`src/rtl/fir_mac_sequencer.sv`:
```
// FIR MAC sequencer: sample intake, RAM address walk, pipeline controls, 2-deep output FIFO.
// Optional `FIR_TLAST_CHK_EN adds a sticky err_tlast flag for misplaced ss_tlast.
module fir_mac_sequencer #(
   parameter int pADDR_WIDTH = 12,
   parameter int pDATA_WIDTH = 32,
   parameter int Tape_Num    = 11
) (
   input  logic                   axis_clk,
   input  logic                   axis_rst_n,
   input  logic                   ap_start,
   input  logic [31:0]            data_length,
   output logic                   ap_idle,
   output logic                   ap_done,
   input  logic                   ss_tvalid,
   input  logic [pDATA_WIDTH-1:0] ss_tdata,
   input  logic                   ss_tlast,
   output logic                   ss_tready,
   output logic                   data_EN,
   output logic [3:0]             data_WE,
   output logic [pADDR_WIDTH-1:0] data_A,
   output logic [pDATA_WIDTH-1:0] data_Di,
   output logic                   tap_EN,
   output logic [pADDR_WIDTH-1:0] tap_A,
   output logic                   Data_control,
   output logic                   Tape_control,
   output logic                   adder_rst_control,
   output logic                   output_control,
   output logic                   cal_rst_n,
   input  logic [pDATA_WIDTH-1:0] y_output,
   output logic                   sm_tvalid,
   output logic [pDATA_WIDTH-1:0] sm_tdata,
   output logic                   sm_tlast,
   input  logic                   sm_tready
`ifdef FIR_TLAST_CHK_EN
   ,
   output logic                   err_tlast
`endif
);

   localparam int PW = (Tape_Num > 1) ? $clog2(Tape_Num) : 1;
   localparam logic [PW-1:0] LAST = PW'(Tape_Num - 1);

   typedef enum logic [1:0] {IDLE, CLR, WAIT_IN, MAC} state_t;

   state_t                   state;
   logic                     busy;
   logic [31:0]              len;
   logic [31:0]              n;
   logic [31:0]              out_cnt;
   logic [PW-1:0]            wr_ptr;
   logic [PW-1:0]            rd_ptr;
   logic [PW-1:0]            k;
   logic [1:0]               inflight;
   logic [1:0]               fifo_cnt;
   logic                     wr_idx;
   logic                     rd_idx;
   logic [pDATA_WIDTH-1:0]   fifo_d [2];
   logic [1:0]               fifo_l;
   logic [2:0]               out_sr;

   logic go;
   logic hs;
   logic mac;
   logic last_k;
   logic mac_last;
   logic push;
   logic pop;
   logic room;

   assign go       = (state == IDLE) && ap_start && !busy;
   assign mac      = (state == MAC);
   assign last_k   = (k == LAST);
   assign mac_last = mac && last_k;
   assign push     = output_control;

   assign sm_tvalid = (fifo_cnt != 2'd0);
   assign sm_tdata  = fifo_d[rd_idx];
   assign sm_tlast  = sm_tvalid && fifo_l[rd_idx];
   assign pop       = sm_tvalid && sm_tready;
   assign ap_done   = pop && fifo_l[rd_idx];

   // A pop this cycle frees a slot for a sample accepted this cycle.
   assign room = ({1'b0, inflight} + {1'b0, fifo_cnt}) < (3'd2 + {2'b00, pop});
   assign ss_tready = (state == WAIT_IN) && room;
   assign hs        = ss_tvalid && ss_tready;

   always_comb begin
      data_EN = 1'b0;
      data_WE = 4'h0;
      data_A  = '0;
      data_Di = '0;
      tap_EN  = 1'b0;
      tap_A   = '0;
      if (hs) begin
         data_EN = 1'b1;
         data_WE = 4'hF;
         data_A  = pADDR_WIDTH'({wr_ptr, 2'b00});
         data_Di = ss_tdata;
      end else if (mac) begin
         data_EN = 1'b1;
         data_A  = pADDR_WIDTH'({rd_ptr, 2'b00});
         tap_EN  = 1'b1;
         tap_A   = pADDR_WIDTH'({k, 2'b00});
      end
   end

   always_ff @(posedge axis_clk or negedge axis_rst_n) begin
      if (!axis_rst_n) begin
         state             <= IDLE;
         busy              <= 1'b0;
         ap_idle           <= 1'b1;
         len               <= '0;
         n                 <= '0;
         wr_ptr            <= '0;
         rd_ptr            <= '0;
         k                 <= '0;
         inflight          <= '0;
         out_sr            <= '0;
         Data_control      <= 1'b1;
         Tape_control      <= 1'b1;
         adder_rst_control <= 1'b0;
         output_control    <= 1'b0;
         cal_rst_n         <= 1'b1;
`ifdef FIR_TLAST_CHK_EN
         err_tlast         <= 1'b0;
`endif
      end else begin
         Data_control      <= 1'b1;
         Tape_control      <= 1'b1;
         adder_rst_control <= mac && (k == PW'(1));
         out_sr            <= {out_sr[1:0], mac_last};
         output_control    <= out_sr[2];
         cal_rst_n         <= !go;
         inflight          <= inflight + {1'b0, mac_last} - {1'b0, push};
         if (ap_done) begin
            busy    <= 1'b0;
            ap_idle <= 1'b1;
         end
         unique case (state)
            IDLE: begin
               if (go) begin
                  state   <= CLR;
                  busy    <= 1'b1;
                  ap_idle <= 1'b0;
                  len     <= data_length;
`ifdef FIR_TLAST_CHK_EN
                  err_tlast <= 1'b0;
`endif
               end
            end
            CLR: begin
               wr_ptr <= '0;
               n      <= '0;
               k      <= '0;
               state  <= WAIT_IN;
            end
            WAIT_IN: begin
               if (hs) begin
                  rd_ptr <= wr_ptr;
                  k      <= '0;
                  state  <= MAC;
`ifdef FIR_TLAST_CHK_EN
                  if (ss_tlast != (n == len - 32'd1))
                     err_tlast <= 1'b1;
`endif
               end
            end
            MAC: begin
               // Terms older than the first sample read stale RAM: zero them.
               Data_control <= (32'(k) > n);
               Tape_control <= 1'b0;
               k            <= k + PW'(1);
               rd_ptr       <= (rd_ptr == '0) ? LAST : rd_ptr - PW'(1);
               if (last_k) begin
                  wr_ptr <= (wr_ptr == LAST) ? '0 : wr_ptr + PW'(1);
                  n      <= n + 32'd1;
                  state  <= (n + 32'd1 == len) ? IDLE : WAIT_IN;
               end
            end
            default: state <= IDLE;
         endcase
      end
   end

   always_ff @(posedge axis_clk or negedge axis_rst_n) begin
      if (!axis_rst_n) begin
         fifo_cnt  <= '0;
         wr_idx    <= 1'b0;
         rd_idx    <= 1'b0;
         out_cnt   <= '0;
         fifo_d[0] <= '0;
         fifo_d[1] <= '0;
         fifo_l    <= '0;
      end else begin
         if (state == CLR) begin
            out_cnt <= '0;
         end else if (push) begin
            fifo_d[wr_idx] <= y_output;
            fifo_l[wr_idx] <= (out_cnt == len - 32'd1);
            wr_idx         <= ~wr_idx;
            out_cnt        <= out_cnt + 32'd1;
         end
         if (pop)
            rd_idx <= ~rd_idx;
         fifo_cnt <= fifo_cnt + {1'b0, push} - {1'b0, pop};
      end
   end

`ifndef FIR_TLAST_CHK_EN
   logic unused_tlast;
   assign unused_tlast = ss_tlast;
`endif

endmodule

```
`config.mk`:
```
export PLATFORM = sky130hd
export DESIGN_NAME = fir_mac_sequencer
export DESIGN_NICKNAME = d
export VERILOG_FILES = /design/src/rtl/fir_mac_sequencer.sv
export SDC_FILE = /design/constraint.sdc
export NUM_CORES = 1
export LEC_CHECK = 0
export BUFFER_PORTS_ARGS = -buffer_cell sky130_fd_sc_hd__clkbuf_2
export CORE_UTILIZATION = 45
export CTS_CLUSTER_DIAMETER = 100
export DETAILED_ROUTE_END_ITERATION = 16
export PLACE_DENSITY = 0.72
export SETUP_SLACK_MARGIN = 0.4
export SLEW_MARGIN = 20
export SYNTH_ARGS = -nofsm -noshare
export SYNTH_HDL_FRONTEND = slang
export SYNTH_SLANG_ARGS = --single-unit
```
`constraint.sdc`:
```
create_clock -name axis_clk -period 9.89 [get_ports axis_clk]
set_clock_uncertainty 0.15 [all_clocks]
set_input_delay 2.967 -clock axis_clk [delete_from_list [all_inputs] [get_ports axis_clk]]
set_output_delay 2.967 -clock axis_clk [all_outputs]
set_load 0.02 [all_outputs]
```
======== After elaboration in Yosys (flattened, before gate mapping) ========
Cells that the tools add are included.
cells by class
  bitwise operators ....................... 5
  equal/unequal tests ..................... 11
  magnitude comparators ................... 8
  add/sub/neg operators ................... 12
  multiplexer cells ....................... 45
  reduce and logical (&&, ||, !) cells .... 26
operators with widths
  cell                   number
  $mux 32                8
  $add 32x1->32 const B  2
  $bwmux 64              1
  $eq 32x32->1           2
  $pmux 32 s2            1
  $demux 32 s1           1
  $gt 4x32->1            1
  $sub 32x1->32 const B  1
  $mux 4                 6
  $mux 6                 4
  $pmux 4 s2             2
  $mux 1                 14
  $pmux 4 s3             1
  $logic_and 1x1->1      11
  $reduce_and 2->1       5
  $add 4x1->4 const B    2
  $eq 4x4->1 const B     2
  $mux 2                 4
  $pmux 2 s4             1
  $reduce_bool 2->1      4
  $add 2x1->2            2
  $eq 2x2->1 const B     2
  $eq 4x1->1 const B     1
  $ge 2x2->1 const B     2
  other kinds (20)       27
storage, ports and cells
  input port bits ......................... 102
  output and inout bits ................... 104
  register bits after elaboration ......... 192
  word-level logic and storage cells ...... 129

======== Logic depth before layout (Yosys ltp) ========
  word-level depth ........................ 8
  mapped depth ............................ 11
  gate-level depth less buffers ........... 10

======== Worst setup path before layout ========
OpenSTA, ideal clock, no wires.
  kind .................................... input to output
  start point ............................. input port sm_tready
  end point ............................... output port data_A[3]
  path slack .............................. 2.436 ns
  arrival ................................. 4.337 ns
  stages .................................. 8
  cells stage by stage .................... o21ai_1 o21ai_0 and3_1 clkbuf_1 and2_1 clkbuf_1 nand2_1 o21ai_0
on the way
  cells in the longest elaborated chain, start to end .. 6
ends and longest elaborated chain
  item                RTL line  RTL
  start: declaration  33        input logic sm_tready
  $logic_and 1x1->1   79        assign pop = sm_tvalid && sm_tready;
  $add 2x1->3         83        assign room = ({1'b0, inflight} + {1'b0, fifo_cnt}) < (3'd2 + {2'b00, pop});
  $lt 3x3->1          83
  $logic_and 1x1->1   84        assign ss_tready = (state == WAIT_IN) && room;
  $logic_and 1x1->1   85        assign hs = ss_tvalid && ss_tready;
  via hs              62        logic hs;
  $mux 6              94        if (hs) begin
  end: declaration    20        output logic [pADDR_WIDTH-1:0] data_A,
The timed path passes the listed nets, and every way through them passes these cells.

======== Final worst setup path ========
  start point ............................. input port sm_tready
  end point ............................... output port data_A[3]
on the way
  cells in the longest elaborated chain, start to end .. 6
ends and longest elaborated chain
  item               RTL line
  $logic_and 1x1->1  79
  $add 2x1->3        83
  $lt 3x3->1         83
  $logic_and 1x1->1  84
  $logic_and 1x1->1  85
  $mux 6             94
Every way passes these cells.

==> flow_metrics.tcl <==
set metrics [dict create \
    status "complete, no violations" \
    cts_resized 0 \
    synth_area_leaders "dfrtp_1, mux2_2, xnor2_1" \
    setup-tns-final_ns 0 \
    drc 0 \
    avgRoutedWirePerCell_um 16.7 \
    seqCellArea_mm2 0.00481 \
    finalCriticalPeriod_ns 7.92 \
    antenna_found_initial 1 \
    finalMaxSlewViolations 0 \
    first_pass_iters 5 \
    syn_inst 1124 \
    slew_headroom 0.351 \
    place.gp.congestion 0.874 \
    antenna_left 0 \
    critical_path_arrival_ns 4.80 \
    clock-root-buffer "clkbuf_16" \
    synth_top_flop_cell "dfrtp_1" \
    synth_warnings 0 \
    syn_area_per_cell_um2 10.0 \
    grt_use_total 0.211 \
    clkLatencyLatePin_ns 0.44 \
    startpoint_type "primary input" \
    fmax_mhz 126 \
    portBuffers 188 \
    overflow 0 \
    finalSetupViolCount 0 \
    grt_pass1_wl_mm 43.6 \
    clk_pin_slew_ns 0.08 \
    tightest_slew_ns 0.973 \
    syn-cell-area_mm2 0.0112 \
    ctsHoldBuffers 0 \
    fill_cells 2197 \
    hold_class "flop to flop" \
    cts_setup_buffers 0 \
    critPathMaxFanout 34 \
    yosysSeqAreaShare 0.428 \
    max_cap_violations 0 \
    power_density_mw_per_mm2 140 \
    critPathCaptureType "output port" \
    synth.distinct_cells 73 \
    finalWirelength_mm 26.7 \
    finalHoldViolCount 0 \
    cts.sinks 192 \
    core_mm2 0.0244 \
    ir_drop_mv 0.0894 \
    dieWidth_um 160 \
    crit_required_ns 6.77 \
    hpwl_mm 19.0 \
    finalPower_mw 1.80 \
    grt_max_degree 119 \
    synth_edf_count 0 \
    p_leak_nw 6.27 \
    multi_input_area_mm2 0.00588 \
    die_area_mm2 0.0256 \
    fin_crit_sh 0.801 \
    synth_top_cell_area_share 0.418 \
    cts_tree "yes" \
    rows 57 \
    async_reset_ff_frac 1.00 \
    cts_buffer_depth 2 \
    drtIter0Drc 631 \
    num_io_pins 206 \
    syn_to_final_growth_pct 14.6 \
    rsz0062_at_grt "no" \
    viasPerCell 5.52 \
    htreeDepth 4 \
    path_class "primary input to output port" \
    dieHeight_um 160 \
    dr_total_vias 8834 \
    grt_pass1_vias 8461 \
    nNetsFinal 1385 \
    synth-seq-cells 192 \
    cts_made_buffers 17 \
    yosysTopAreaCell "dfrtp_1" \
    start_util 0.461 \
    drive_above_1_share 0.300 \
    hold_ws_ns 0.201 \
]
==> per-layer routing <==
layer / GRT usage / share of wire / up-vias
met4: 0.0801 / 0.027 / 0
met2: 0.339 / 0.48 / 249
li1: - / - / 4200
met1: 0.288 / 0.45 / 4334
met3: 0.0309 / 0.046 / 51
met5: 0 / 0 / -
==> power breakdown <==
part / total (mW) / switching (mW) / internal, mW
Clock: 0.738 / 0.378 / 0.360
Sequential: 0.807 / 0.00975 / 0.798
Combinational: 0.256 / 0.150 / 0.105
==> placed cells by master (no fill, tap or decap), drive strengths merged, types with 5 or more instances in the layout <==
| cell | n |
|---|---|
| a21oi | 24 |
| a31oi | 10 |
| and2 | 12 |
| and3 | 46 |
| buf | 8 |
| clkbuf | 205 |
| clkinv | 7 |
| conb | 16 |
| dfrtp | 188 |
| ha | 19 |
| inv | 42 |
| mux2 | 126 |
| mux2i | 7 |
| nand2 | 74 |
| nand3 | 28 |
| nand4 | 36 |
| nor2 | 84 |
| nor2b | 6 |
| nor3 | 23 |
| nor3b | 5 |
| nor4 | 25 |
| o21ai | 69 |
| o22ai | 7 |
| o31ai | 16 |
| or3 | 12 |
| xnor2 | 78 |
| xor2 | 49 |
==> cells in the mapped netlist, types with 2 or more instances <==
master / n
a2111oi_0: 3
a211o_1: 2
a21o_1: 4
a21oi_1: 24
a22o_1: 4
a31oi_1: 10
and2_1: 12
and3_1: 44
and3_2: 2
and4_1: 2
buf_2: 10
buf_4: 20
buf_6: 4
clkbuf_1: 51
clkbuf_2: 3
clkbuf_8: 2
dfrtp_1: 188
dfstp_2: 4
ha_1: 19
inv_1: 33
mux2_2: 126
mux2i_1: 7
nand2_1: 74
nand2b_1: 4
nand3_1: 28
nand3b_1: 2
nand4_1: 34
nor2_1: 84
nor2b_1: 6
nor3_1: 20
nor3_4: 2
nor3b_1: 4
nor4_1: 20
nor4_2: 5
nor4b_1: 3
o21a_1: 2
o21ai_0: 68
o22ai_1: 7
o31ai_1: 16
or2_2: 2
or3_1: 9
or3_2: 3
or4_1: 2
xnor2_1: 78
xor2_1: 49
==> sequential cells by signal, indices dropped and copies added (netlist names), 2 cells and up <==
name,flops
fifo_d,64
len,32
n,32
out_cnt,32
k,4
rd_ptr,4
wr_ptr,4
out_sr,3
fifo_cnt,2
fifo_l,2
inflight,2
state,2
==> final timing paths <==
check / start / endpoint / slack, ns / cells after the start
max reg2reg: n[0]$_DFFE_PN0P_ / state[1]$_DFFE_PN0P_ / 6.65 / 8
max: sm_tready / data_A[3] / 1.97 / 9
min: out_sr[1]$_DFF_PN0_ / out_sr[2]$_DFF_PN0_ / 0.20 / 0
min reg2reg: out_sr[1]$_DFF_PN0_ / out_sr[2]$_DFF_PN0_ / 0.20 / 0
min in group asynchronous: axis_rst_n / fifo_d[39]$_DFFE_PN0P_ / 2.48 / 1
max in group asynchronous: axis_rst_n / n[12]$_DFFE_PN0P_ / 5.55 / 2
==> cell type report <==
cell class | count | share of cell area
multi-input cells | 822 | 0.456
flip-flops and latches | 192 | 0.373
repair buffers | 196 | 0.0783
clock buffers | 17 | 0.0330
well taps | 324 | 0.0315
clock inverters | 15 | 0.0179
inverters | 34 | 0.00990
diodes | 1 | 0.000194
==> metrics by stage <==
stage,util,cell area [µm²],setup slack (ns),std cells
2_1_floorplan,-,11300,2.44,1139
4_1_cts,0.528,12900,1.99,1600
6_report,0.528,12900,1.97,1601
5_1_grt,0.528,12900,1.76,1601
3_5_place_dp,0.501,12200,1.98,1568
3_3_place_gp,0.501,12200,2.05,1568
==> critical path, cell delays in order <==
cell,delay (ns)
clkbuf_2,0.09
o21ai_1,0.11
o21ai_0,0.15
and3_1,0.17
buf_4,0.29
and2_1,0.54
nand2_1,0.14
o21ai_0,0.13
clkbuf_2,0.21
==> cells by family after synthesis <==
| logic type | count (synthesis) | share of synthesized area |
|---|---|---|
| simple gates | 371 | 0.178 |
| flops | 192 | 0.428 |
| compound gates | 155 | 0.0843 |
| mux | 133 | 0.132 |
| xor+xnor | 127 | 0.0989 |
| buf+inv | 125 | 0.0549 |
| fa+ha+maj | 20 | 0.0229 |
| other cells | 1 | 0.000334 |
Note: power is estimated with default switching activity, not from simulation.
